`src/rtl/gomoku_pkg.sv`:
```
// Shared types and constants for the gomoku move engine: FSM and direction
// encodings, per-direction step deltas and cell-code sizing.
package gomoku_pkg;

    typedef enum logic [1:0] {ST_IDLE, ST_CHECK, ST_SCAN} state_e;
    typedef enum logic [1:0] {DIR_H, DIR_V, DIR_D, DIR_A} dir_e;

    localparam int EMPTY = 0;

    // (dx, dy) per direction, indexed by dir_e: row, column, diagonal, anti-diagonal
    localparam int DIR_DX [4] = '{0, 1, 1, 1};
    localparam int DIR_DY [4] = '{1, 0, 1, -1};

    function automatic int cell_w(input int players);
        return $clog2(players + 1);
    endfunction

endpackage

```
`src/rtl/gomoku_run_counter.sv`:
```
// Consecutive-stone run counter for one scan line, with a sticky win flag that
// remembers any run reaching WIN_LEN earlier in the current move.
module gomoku_run_counter #(
    parameter int WIN_LEN = 5,
    localparam int RUN_W = $clog2(2 * WIN_LEN)
) (
    input  logic             clock,
    input  logic             reset,
    input  logic             flush,
    input  logic             step,
    input  logic             clear,
    input  logic             match,
    output logic [RUN_W-1:0] run,
    output logic             win
);

    logic [RUN_W-1:0] run_q, run_d;
    logic             win_q, win_d;

    // run reports the length including the cell being stepped this cycle
    always_comb begin
        run_d = run_q;
        win_d = win_q;
        if (flush) begin
            run_d = '0;
            win_d = 1'b0;
        end else if (step) begin
            if (!match) begin
                run_d = '0;
            end else if (clear) begin
                run_d = RUN_W'(1);
            end else begin
                run_d = run_q + RUN_W'(1);
            end
            if (int'(run_d) >= WIN_LEN) begin
                win_d = 1'b1;
            end
        end
    end

    always_ff @(posedge clock or posedge reset) begin
        if (reset) begin
            run_q <= '0;
            win_q <= 1'b0;
        end else begin
            run_q <= run_d;
            win_q <= win_d;
        end
    end

    assign run = run_d;
    assign win = win_q;

endmodule

```
`src/rtl/gomoku_move_engine.sv`:
```
// Gomoku move engine: board store, move validation, win scan around the last
// stone and turn sequencing; one scanned cell per cycle, result on the last SCAN edge.
module gomoku_move_engine
    import gomoku_pkg::*;
#(
    parameter int BOARD_N = 16,
    parameter int PLAYERS = 2,
    parameter int WIN_LEN = 5,
    localparam int COORD_W = $clog2(BOARD_N),
    localparam int CELL_W  = cell_w(PLAYERS),
    localparam int TURN_W  = $clog2(PLAYERS),
    localparam int CNT_W   = $clog2(BOARD_N * BOARD_N + 1)
) (
    input  logic                              clock,
    input  logic                              reset,
    input  logic [COORD_W-1:0]                coord_x,
    input  logic [COORD_W-1:0]                coord_y,
    input  logic                              put,
    input  logic                              new_game,
    output logic [BOARD_N*BOARD_N*CELL_W-1:0] board,
    output logic [TURN_W-1:0]                 turn,
    output logic                              busy,
    output logic                              move_ok,
    output logic                              move_reject,
    output logic [CELL_W-1:0]                 winner,
    output logic                              draw,
    output logic                              game_over,
    output logic [CNT_W-1:0]                  move_count
);

    localparam int CELLS  = BOARD_N * BOARD_N;
    localparam int ADDR_W = $clog2(CELLS);
    localparam int K_W    = $clog2(2 * WIN_LEN - 1);
    localparam int RUN_W  = $clog2(2 * WIN_LEN);
    localparam logic [K_W-1:0] K_LAST = K_W'(2 * WIN_LEN - 2);

    logic [CELL_W-1:0]  cells_q [CELLS];
    logic [CELL_W-1:0]  cells_d [CELLS];
    state_e             state_q, state_d;
    dir_e               dir_q, dir_d;
    logic [K_W-1:0]     k_q, k_d;
    logic [COORD_W-1:0] cx_q, cx_d, cy_q, cy_d;
    logic [TURN_W-1:0]  turn_q, turn_d;
    logic [CELL_W-1:0]  winner_q, winner_d;
    logic [CNT_W-1:0]   move_count_q, move_count_d;
    logic               busy_q, busy_d, move_ok_q, move_ok_d, move_reject_q, move_reject_d;
    logic               draw_q, draw_d, game_over_q, game_over_d;

    logic [CELL_W-1:0]  mover, chk_cell, scan_cell;
    logic [ADDR_W-1:0]  chk_addr, scan_addr;
    logic               in_range, on_board, scan_match;
    int                 off, sx, sy;
    logic               run_flush, run_step, run_clear, run_win;
    logic [RUN_W-1:0]   run_len;

    assign mover = CELL_W'(turn_q) + CELL_W'(1);

    // Captured-coordinate cell for CHECK and the offset cell walked by SCAN
    always_comb begin
        in_range  = (int'(cx_q) < BOARD_N) && (int'(cy_q) < BOARD_N);
        chk_addr  = ADDR_W'(int'(cx_q) * BOARD_N + int'(cy_q));
        chk_cell  = in_range ? cells_q[chk_addr] : CELL_W'(EMPTY);
        off       = int'(k_q) - (WIN_LEN - 1);
        sx        = int'(cx_q) + DIR_DX[dir_q] * off;
        sy        = int'(cy_q) + DIR_DY[dir_q] * off;
        on_board  = (sx >= 0) && (sx < BOARD_N) && (sy >= 0) && (sy < BOARD_N);
        scan_addr = ADDR_W'(sx * BOARD_N + sy);
        scan_cell = on_board ? cells_q[scan_addr] : CELL_W'(EMPTY);
        scan_match = on_board && (scan_cell == mover);
    end

    gomoku_run_counter #(
        .WIN_LEN(WIN_LEN)
    ) u_run (
        .clock (clock),
        .reset (reset),
        .flush (run_flush),
        .step  (run_step),
        .clear (run_clear),
        .match (scan_match),
        .run   (run_len),
        .win   (run_win)
    );

    always_comb begin
        state_d       = state_q;
        cells_d       = cells_q;
        dir_d         = dir_q;
        k_d           = k_q;
        cx_d          = cx_q;
        cy_d          = cy_q;
        turn_d        = turn_q;
        winner_d      = winner_q;
        draw_d        = draw_q;
        move_count_d  = move_count_q;
        move_ok_d     = 1'b0;
        move_reject_d = 1'b0;
        run_flush     = 1'b0;
        run_step      = 1'b0;
        run_clear     = 1'b0;
        case (state_q)
            ST_IDLE: begin
                if (put) begin
                    cx_d    = coord_x;
                    cy_d    = coord_y;
                    state_d = ST_CHECK;
                end
            end
            ST_CHECK: begin
                run_flush = 1'b1;
                if (!in_range || chk_cell != CELL_W'(EMPTY) || game_over_q) begin
                    move_reject_d = 1'b1;
                    state_d       = ST_IDLE;
                end else begin
                    cells_d[chk_addr] = mover;
                    move_count_d      = move_count_q + CNT_W'(1);
                    dir_d             = DIR_H;
                    k_d               = '0;
                    state_d           = ST_SCAN;
                end
            end
            ST_SCAN: begin
                run_step  = 1'b1;
                run_clear = (k_q == '0);
                if (k_q == K_LAST) begin
                    k_d = '0;
                    if (dir_q == DIR_A) begin
                        move_ok_d = 1'b1;
                        state_d   = ST_IDLE;
                        // the last scanned cell is not yet in the sticky flag
                        if (run_win || int'(run_len) >= WIN_LEN) begin
                            winner_d = mover;
                        end else if (int'(move_count_q) == CELLS) begin
                            draw_d = 1'b1;
                        end else begin
                            turn_d = (int'(turn_q) == PLAYERS - 1) ? '0 : turn_q + TURN_W'(1);
                        end
                    end else begin
                        dir_d = dir_e'(dir_q + 2'd1);
                    end
                end else begin
                    k_d = k_q + K_W'(1);
                end
            end
            default: state_d = ST_IDLE;
        endcase
        if (new_game) begin
            state_d       = ST_IDLE;
            cells_d       = '{default: '0};
            turn_d        = '0;
            winner_d      = '0;
            draw_d        = 1'b0;
            move_count_d  = '0;
            move_ok_d     = 1'b0;
            move_reject_d = 1'b0;
            run_flush     = 1'b1;
        end
        game_over_d = (winner_d != '0) || draw_d;
        busy_d      = (state_d != ST_IDLE);
    end

    always_ff @(posedge clock or posedge reset) begin
        if (reset) begin
            state_q       <= ST_IDLE;
            cells_q       <= '{default: '0};
            dir_q         <= DIR_H;
            k_q           <= '0;
            cx_q          <= '0;
            cy_q          <= '0;
            turn_q        <= '0;
            winner_q      <= '0;
            draw_q        <= 1'b0;
            game_over_q   <= 1'b0;
            move_count_q  <= '0;
            busy_q        <= 1'b0;
            move_ok_q     <= 1'b0;
            move_reject_q <= 1'b0;
        end else begin
            state_q       <= state_d;
            cells_q       <= cells_d;
            dir_q         <= dir_d;
            k_q           <= k_d;
            cx_q          <= cx_d;
            cy_q          <= cy_d;
            turn_q        <= turn_d;
            winner_q      <= winner_d;
            draw_q        <= draw_d;
            game_over_q   <= game_over_d;
            move_count_q  <= move_count_d;
            busy_q        <= busy_d;
            move_ok_q     <= move_ok_d;
            move_reject_q <= move_reject_d;
        end
    end

    always_comb begin
        board = '0;
        for (int unsigned i = 0; i < CELLS; i++) begin
            board[i*CELL_W +: CELL_W] = cells_q[i];
        end
    end

    assign turn        = turn_q;
    assign busy        = busy_q;
    assign move_ok     = move_ok_q;
    assign move_reject = move_reject_q;
    assign winner      = winner_q;
    assign draw        = draw_q;
    assign game_over   = game_over_q;
    assign move_count  = move_count_q;

endmodule

```
`config.mk`:
```
export PLATFORM = sky130hd
export DESIGN_NAME = gomoku_move_engine
export DESIGN_NICKNAME = d
export VERILOG_FILES = /design/src/rtl/gomoku_pkg.sv /design/src/rtl/gomoku_run_counter.sv /design/src/rtl/gomoku_move_engine.sv
export SDC_FILE = /design/constraint.sdc
export NUM_CORES = 2
export LEC_CHECK = 0
export ABC_CLOCK_PERIOD_IN_PS = 15690
export CAP_MARGIN = 20
export CORE_UTILIZATION = 39
export CTS_CLUSTER_SIZE = 40
export DETAILED_ROUTE_END_ITERATION = 12
export GPL_ROUTABILITY_DRIVEN = 0
export MAX_ROUTING_LAYER = met4
export SLEW_MARGIN = 20
export SYNTH_ARGS = -nofsm -noshare
export SYNTH_HDL_FRONTEND = slang
export SYNTH_SLANG_ARGS = --single-unit
```
`constraint.sdc`:
```
create_clock -name clock -period 15.69 [get_ports clock]
set_clock_uncertainty 0.05 [all_clocks]
set_input_delay 1.569 -clock clock [delete_from_list [all_inputs] [get_ports clock]]
set_output_delay 1.569 -clock clock [all_outputs]
set_load 0.02 [all_outputs]
```
Word level (Yosys, flattened, before mapping)
Cells that the tools add are included.
{"block": "totals", "input_bits": 12, "register_bits": 550}
{"block": "classes", "n_mul": 2, "n_mux": 73, "order_cmp": 10, "addsub": 11, "reduce_logical": 26, "eq_ne": 12, "n_bitwise": 3}
{"op": "$mux W512", "count": 3}
{"op": "$bwmux W512", "count": 1}
{"op": "$bmux W32 S2", "count": 2}
{"op": "$mux W32", "count": 4}
{"op": "$add A5 B32 Y32", "count": 2}
{"op": "$ge A32 B1 Y1 const B", "count": 2}
{"op": "$lt A32 B6 Y1 const B", "count": 2}
{"op": "$mul A32 B5 Y32", "count": 2}
{"op": "$mux W2", "count": 19}
{"op": "$bmux W2 S8", "count": 2}
{"op": "$mux W4", "count": 8}
{"op": "$mux W1", "count": 27}
{"op": "$mux W9", "count": 3}
{"op": "$reduce_bool A2 Y1", "count": 10}
{"op": "$ge A9 B9 Y1 const B", "count": 2}
{"op": "$not A8 Y9", "count": 2}
{"op": "$demux W2 S8", "count": 1}
{"op": "$ne A2 B2 Y1 const B", "count": 6}
{"op": "$add A9 B1 Y9 const B", "count": 1}
{"op": "$eq A9 B9 Y1 const B", "count": 1}
{"op": "$lt A9 B1 Y1 const B", "count": 1}
{"op": "$add A4 B1 Y4 const B", "count": 2}
{"op": "$add A8 B4 Y8", "count": 1}
{"op": "$add A8 B8 Y8", "count": 1}
{"op": "other kinds (21)", "count": 32}

Longest topological paths before layout
{"block": "depth", "ltp_word": 28, "mapped_depth": 28}

Cells and area by module
A second synthesis with hierarchy kept.
{"block": "unflattened", "hier_cells": 2422, "hier_area_um2": 30481.7}
{"module": "gomoku_move_engine", "instances": 1, "area_per_inst_um2": 30175.2, "seq_area_each_um2": 13638.1, "cells_each": 2388}
{"module": "gomoku_run_counter", "instances": 1, "area_per_inst_um2": 306.5, "seq_area_each_um2": 125.1, "cells_each": 34}

Worst setup path after synthesis
Ideal clock, no wire load.
{"block": "synth_timing", "kind": "flip-flop to flip-flop", "start": "register k_q[2]", "end": "register winner_q[1] (netlist: winner[1])", "path_slack_ns": 9.047, "t_required_ns": 15.524, "arrival_time_ns": 6.477, "setup_ns": 0.116, "stages_incl_launch_ff": 26, "cell_sequence": "dfrtp_1 inv_1 ha_1 clkbuf_1 inv_1 fa_1 inv_1 fa_1 fa_1 ha_1 nor2b_1 o21ai_0 nand2b_1 a21o_1 a21o_1 a21o_1 fa_1 or4b_2 nor3_1 nand4_1 nor3b_1 and3_1 nand4_1 and3_1 or2_1 o311ai_0"}
{"block": "synth_via", "elab_chain_cells": 23}
{"element": "start: declaration", "line_no": "gomoku_move_engine.sv:41", "rtl": "logic [K_W-1:0] k_q, k_d;"}
{"element": "start signal: assignment", "line_no": "gomoku_move_engine.sv:182", "rtl": "k_q <= k_d;"}
{"element": "$sub A4 B3 Y5", "line_no": "gomoku_move_engine.sv:63", "rtl": "off = int'(k_q) - (WIN_LEN - 1);"}
{"element": "$mul A32 B5 Y32, on equally long branches", "line_no": "gomoku_move_engine.sv:65, gomoku_move_engine.sv:64"}
{"element": "$add A5 B32 Y32, on equally long branches", "line_no": "gomoku_move_engine.sv:65, gomoku_move_engine.sv:64"}
{"element": "$add A8 B8 Y8", "line_no": "gomoku_move_engine.sv:67", "rtl": "scan_addr = ADDR_W'(sx * BOARD_N + sy);"}
{"element": "$not A8 Y9 (implied by the code)", "line_no": "gomoku_move_engine.sv:68", "rtl": "scan_cell = on_board ? cells_q[scan_addr] : CELL_W'(EMPTY);"}
{"element": "$bmux W2 S8", "line_no": "gomoku_move_engine.sv:68"}
{"element": "$mux W2 (implied by the code) (2 in a row)", "line_no": "gomoku_move_engine.sv:68"}
{"element": "$mux W2", "line_no": "gomoku_move_engine.sv:68"}
{"element": "(+7 left out)"}
{"element": "$ge A4 B3 Y1", "line_no": "gomoku_move_engine.sv:131", "rtl": "if (run_win || int'(run_len) >= WIN_LEN) begin"}
{"element": "$logic_or A1 B1 Y1", "line_no": "gomoku_move_engine.sv:131"}
{"element": "$mux W2", "line_no": "gomoku_move_engine.sv:131"}
{"element": "$mux W2", "line_no": "gomoku_move_engine.sv:127", "rtl": "if (dir_q == DIR_A) begin"}
{"element": "$mux W2 *", "line_no": "gomoku_move_engine.sv:125", "rtl": "if (k_q == K_LAST) begin"}
{"element": "$mux W2 *", "line_no": "gomoku_move_engine.sv:101", "rtl": "case (state_q)"}
{"element": "$mux W2 *", "line_no": "gomoku_move_engine.sv:147", "rtl": "if (new_game) begin"}
{"element": "via winner_d[1]", "line_no": "gomoku_move_engine.sv:44", "rtl": "logic [CELL_W-1:0] winner_q, winner_d;"}
{"element": "end signal: assignment", "line_no": "gomoku_move_engine.sv:186", "rtl": "winner_q <= winner_d;"}
{"element": "end: declaration", "line_no": "gomoku_move_engine.sv:44"}
The timed path passes the listed nets; every way through them passes the cells marked *. The select of a mux whose other input is x is not followed.
A chain may end at the register's enable or synchronous reset.

Worst setup path after layout
Ends and elaborated chain as after synthesis.

==> results_dict.tcl <==
set metrics [dict create \
    outcome "finished, final reports clean" \
    synth_edf_count 0 \
    cts.htree.levels 2 \
    post_cts_buffers 0 \
    avgSynthCellArea_um2 11.3 \
    first_pass_iters 5 \
    required_ps 16150 \
    diodes 0 \
    overflow 0 \
    rsz0062_at_grt "false" \
    multi_input_area_um2 14900 \
    crit_top_cell "inv_1" \
    min_period_ps 8010 \
    ys_seq_elements 550 \
    setup_viol 0 \
    fp.dieW_um 279 \
    syn_nets 2733 \
    crit_chain "inv_1 -> ha_1 -> inv_1 -> fa_1 -> inv_1 -> fa_1 -> fa_1 -> ha_1 -> a21oi_1 -> xnor2_1 -> inv_1 -> fa_1 -> inv_1 -> nand2_1 -> a31oi_1 -> nor4_1 -> and4_1 -> mux2i_1 -> a2111o_1 -> and3_1 -> or2_1 -> o311ai_0" \
    yosysWarnings 0 \
    dp.final_hpwl_um 87500 \
    synth_top_area_share 0.461 \
    worstRegToRegCells 22 \
    portBuffers 540 \
    vias_per_cell 6.49 \
    fp.coreArea_um2 75800 \
    fin_crit_sh 0.511 \
    tns_ps 0 \
    grt_pass1_vias 26300 \
    dieHeight_um 279 \
    ys_types 68 \
    hp-class "reg -> reg" \
    cap_violations 0 \
    dieArea_um2 77700 \
    cts_buffers 61 \
    fmax_mhz 125 \
    antenna_found_initial 0 \
    crit_family "adder cells" \
    worstPathMaxFanout 18 \
    drtAntennaViolNets 0 \
    drive_above_1_share 0.0951 \
    cp-start-kind "flop" \
    worstMarginPinSlew_ps 1110 \
    grt_use_total 0.330 \
    fp-row-count 101 \
    cts_tree "built" \
    ir_drop_mv 0.157 \
    wl_um 127000 \
    clockRootBuffer "clkbuf_16" \
    numClockSinks 550 \
    drt_iter0_markers 2780 \
    async_flop_share 1.00 \
    start_util 0.394 \
    syn_inst 2647 \
    fillers 6705 \
    hold_viol 0 \
    end_kind "flop" \
    cpPeakStageDelay_ps 880 \
    grt_start_max_net_pins 230 \
    power_leakage_uw 0.0147 \
    ys_top_cells_by_area "dfrtp_1 46%, o2bb2ai_1 15%, mux4_2 9.7%" \
    clk_latency_ps 650 \
    synthFlopType "dfrtp_1" \
    io_pins 541 \
    crit_arrival_ps 8470 \
    drc 0 \
    cp_slowest_cell "fa_1" \
    yosysTopAreaCell "dfrtp_1" \
    syn_to_final_growth_pct 26.8 \
    postLayoutCoreUtil 0.499 \
    maxSlewViolCount 0 \
    yosysMostFrequentCell "dfrtp_1" \
    syn-cell-area_um2 29900 \
    seqCellArea_um2 13800 \
    power_density_nw_per_um2 122 \
    path_depth 22 \
    netlist_top_cells_count "550 x dfrtp_1, 508 x o2bb2ai_1, 263 x nor2_1" \
    wl_per_cell_um 30.9 \
    max_slew_margin 0.257 \
    vias 26600 \
    postCtsResizedCells 0 \
    ctsLongestPathBuffers 3 \
    cp_num_buf_inv 5 \
    final_nets 3149 \
    clk_pin_slew_ps 60 \
    ys_seq_area_frac 0.461 \
    critical_path_class "reg -> reg" \
    grt_pass1_wl_um 186000 \
    power.total_uw 4630 \
    hold_path_depth 1 \
    ctsHoldBuffers 0 \
]
## worst paths after layout
kind | from | endpoint | slack [ps]
min in group asynchronous | reset | board[66] | 1310
hold / removal | board[472] | board[472] | 490
max in group asynchronous | reset | board[363] | 11430
setup / recovery | k_q[2] | winner[1] | 7680
setup reg to reg | k_q[2] | winner[1] | 7680
hold reg to reg | board[472] | board[472] | 490
## registers in the layout (all words and copies together) (netlist names), 4 cells and up
register     flops
cy_q             4
board          512
u_run.run_q      4
k_q              4
move_count       9
cx_q             4
## kinds of logic after synthesis
| group | share of synthesized area |
|---|---|
| AOI/OAI and AO/OA | 0.209 |
| buffers and inverters | 0.0422 |
| and+or+nand+nor | 0.101 |
| adders and majority gates | 0.0368 |
| xor gates and xnor gates | 0.00528 |
| DFF | 0.461 |
| muxes | 0.144 |
## through the flow
| stage | cells | hold WS, ps | instance area, µm² | setup slack, ps |
|---|---|---|---|---|
| 2_1_floorplan | 2647 | 485 | 29900 | 6590 |
| 3_3_place_gp | 3977 | 472 | 35800 | 7940 |
| 3_5_place_dp | 3977 | 474 | 35800 | 7580 |
| 4_1_cts | 4091 | 493 | 37800 | 7550 |
| 5_1_grt | 4092 | 508 | 37900 | 7180 |
| 6_report | 4092 | 489 | 37900 | 7680 |
## cell type report
class | instances | share of cell area
clock buffer | 94 | 0.0476
multi-input combinational | 1824 | 0.394
sequential | 550 | 0.364
timing repair buffer | 577 | 0.151
inverter | 49 | 0.00515
tap | 978 | 0.0323
clock inverter | 20 | 0.00525
## layer usage
layer | global-route usage | vias up | routed length (µm)
met1 | 0.430 | 13700 | 50000
met5 | - | - | 0
met3 | 0.0845 | 316 | 12500
met2 | 0.494 | 1624 | 58600
li1 | - | 10900 | -
met4 | 0.128 | 0 | 5440
## worst register-to-register path: stages, from the launching register on
cell and delay, ps:
dfrtp_1 460, inv_1 120, ha_1 600, inv_1 260, fa_1 600, inv_1 50, fa_1 470, fa_1 510
ha_1 380, a21oi_1 100, xnor2_1 290, inv_1 140, fa_1 880, inv_1 290, nand2_1 220, a31oi_1 90
nor4_1 700, and4_1 320, mux2i_1 80, a2111o_1 460, and3_1 220, or2_1 260, o311ai_0 330
## cells in the final DEF (no fill, tap or decap), types with 11 or more instances in the layout
| master | synthesis | routed |
|---|---|---|
| a21oi_1 | 96 | 96 |
| a22o_1 | 12 | 12 |
| a22oi_1 | 49 | 49 |
| and2_1 | 15 | 14 |
| buf_4 | 9 | 31 |
| clkbuf_1 | 120 | 20 |
| clkbuf_16 | 0 | 63 |
| clkbuf_8 | 0 | 11 |
| clkdlybuf4s50_1 | 0 | 540 |
| dfrtp_1 | 550 | 546 |
| fa_1 | 23 | 22 |
| ha_1 | 51 | 49 |
| inv_1 | 48 | 46 |
| mux2i_1 | 135 | 135 |
| mux4_2 | 129 | 129 |
| nand2_1 | 201 | 200 |
| nand2b_1 | 12 | 12 |
| nand3_1 | 24 | 23 |
| nand4_1 | 15 | 15 |
| nor2_1 | 263 | 260 |
| nor2b_1 | 21 | 15 |
| nor3_1 | 79 | 79 |
| o21ai_0 | 32 | 32 |
| o2bb2ai_1 | 508 | 508 |
## where the power goes
part	switching [µW]	total, µW	internal (µW)
Combinational	1130	1700	570
Sequential	36.9	1470	1430
Clock	623	1460	838
Total	1790	4630	2840
Note: power is estimated with default switching activity, not from simulation.
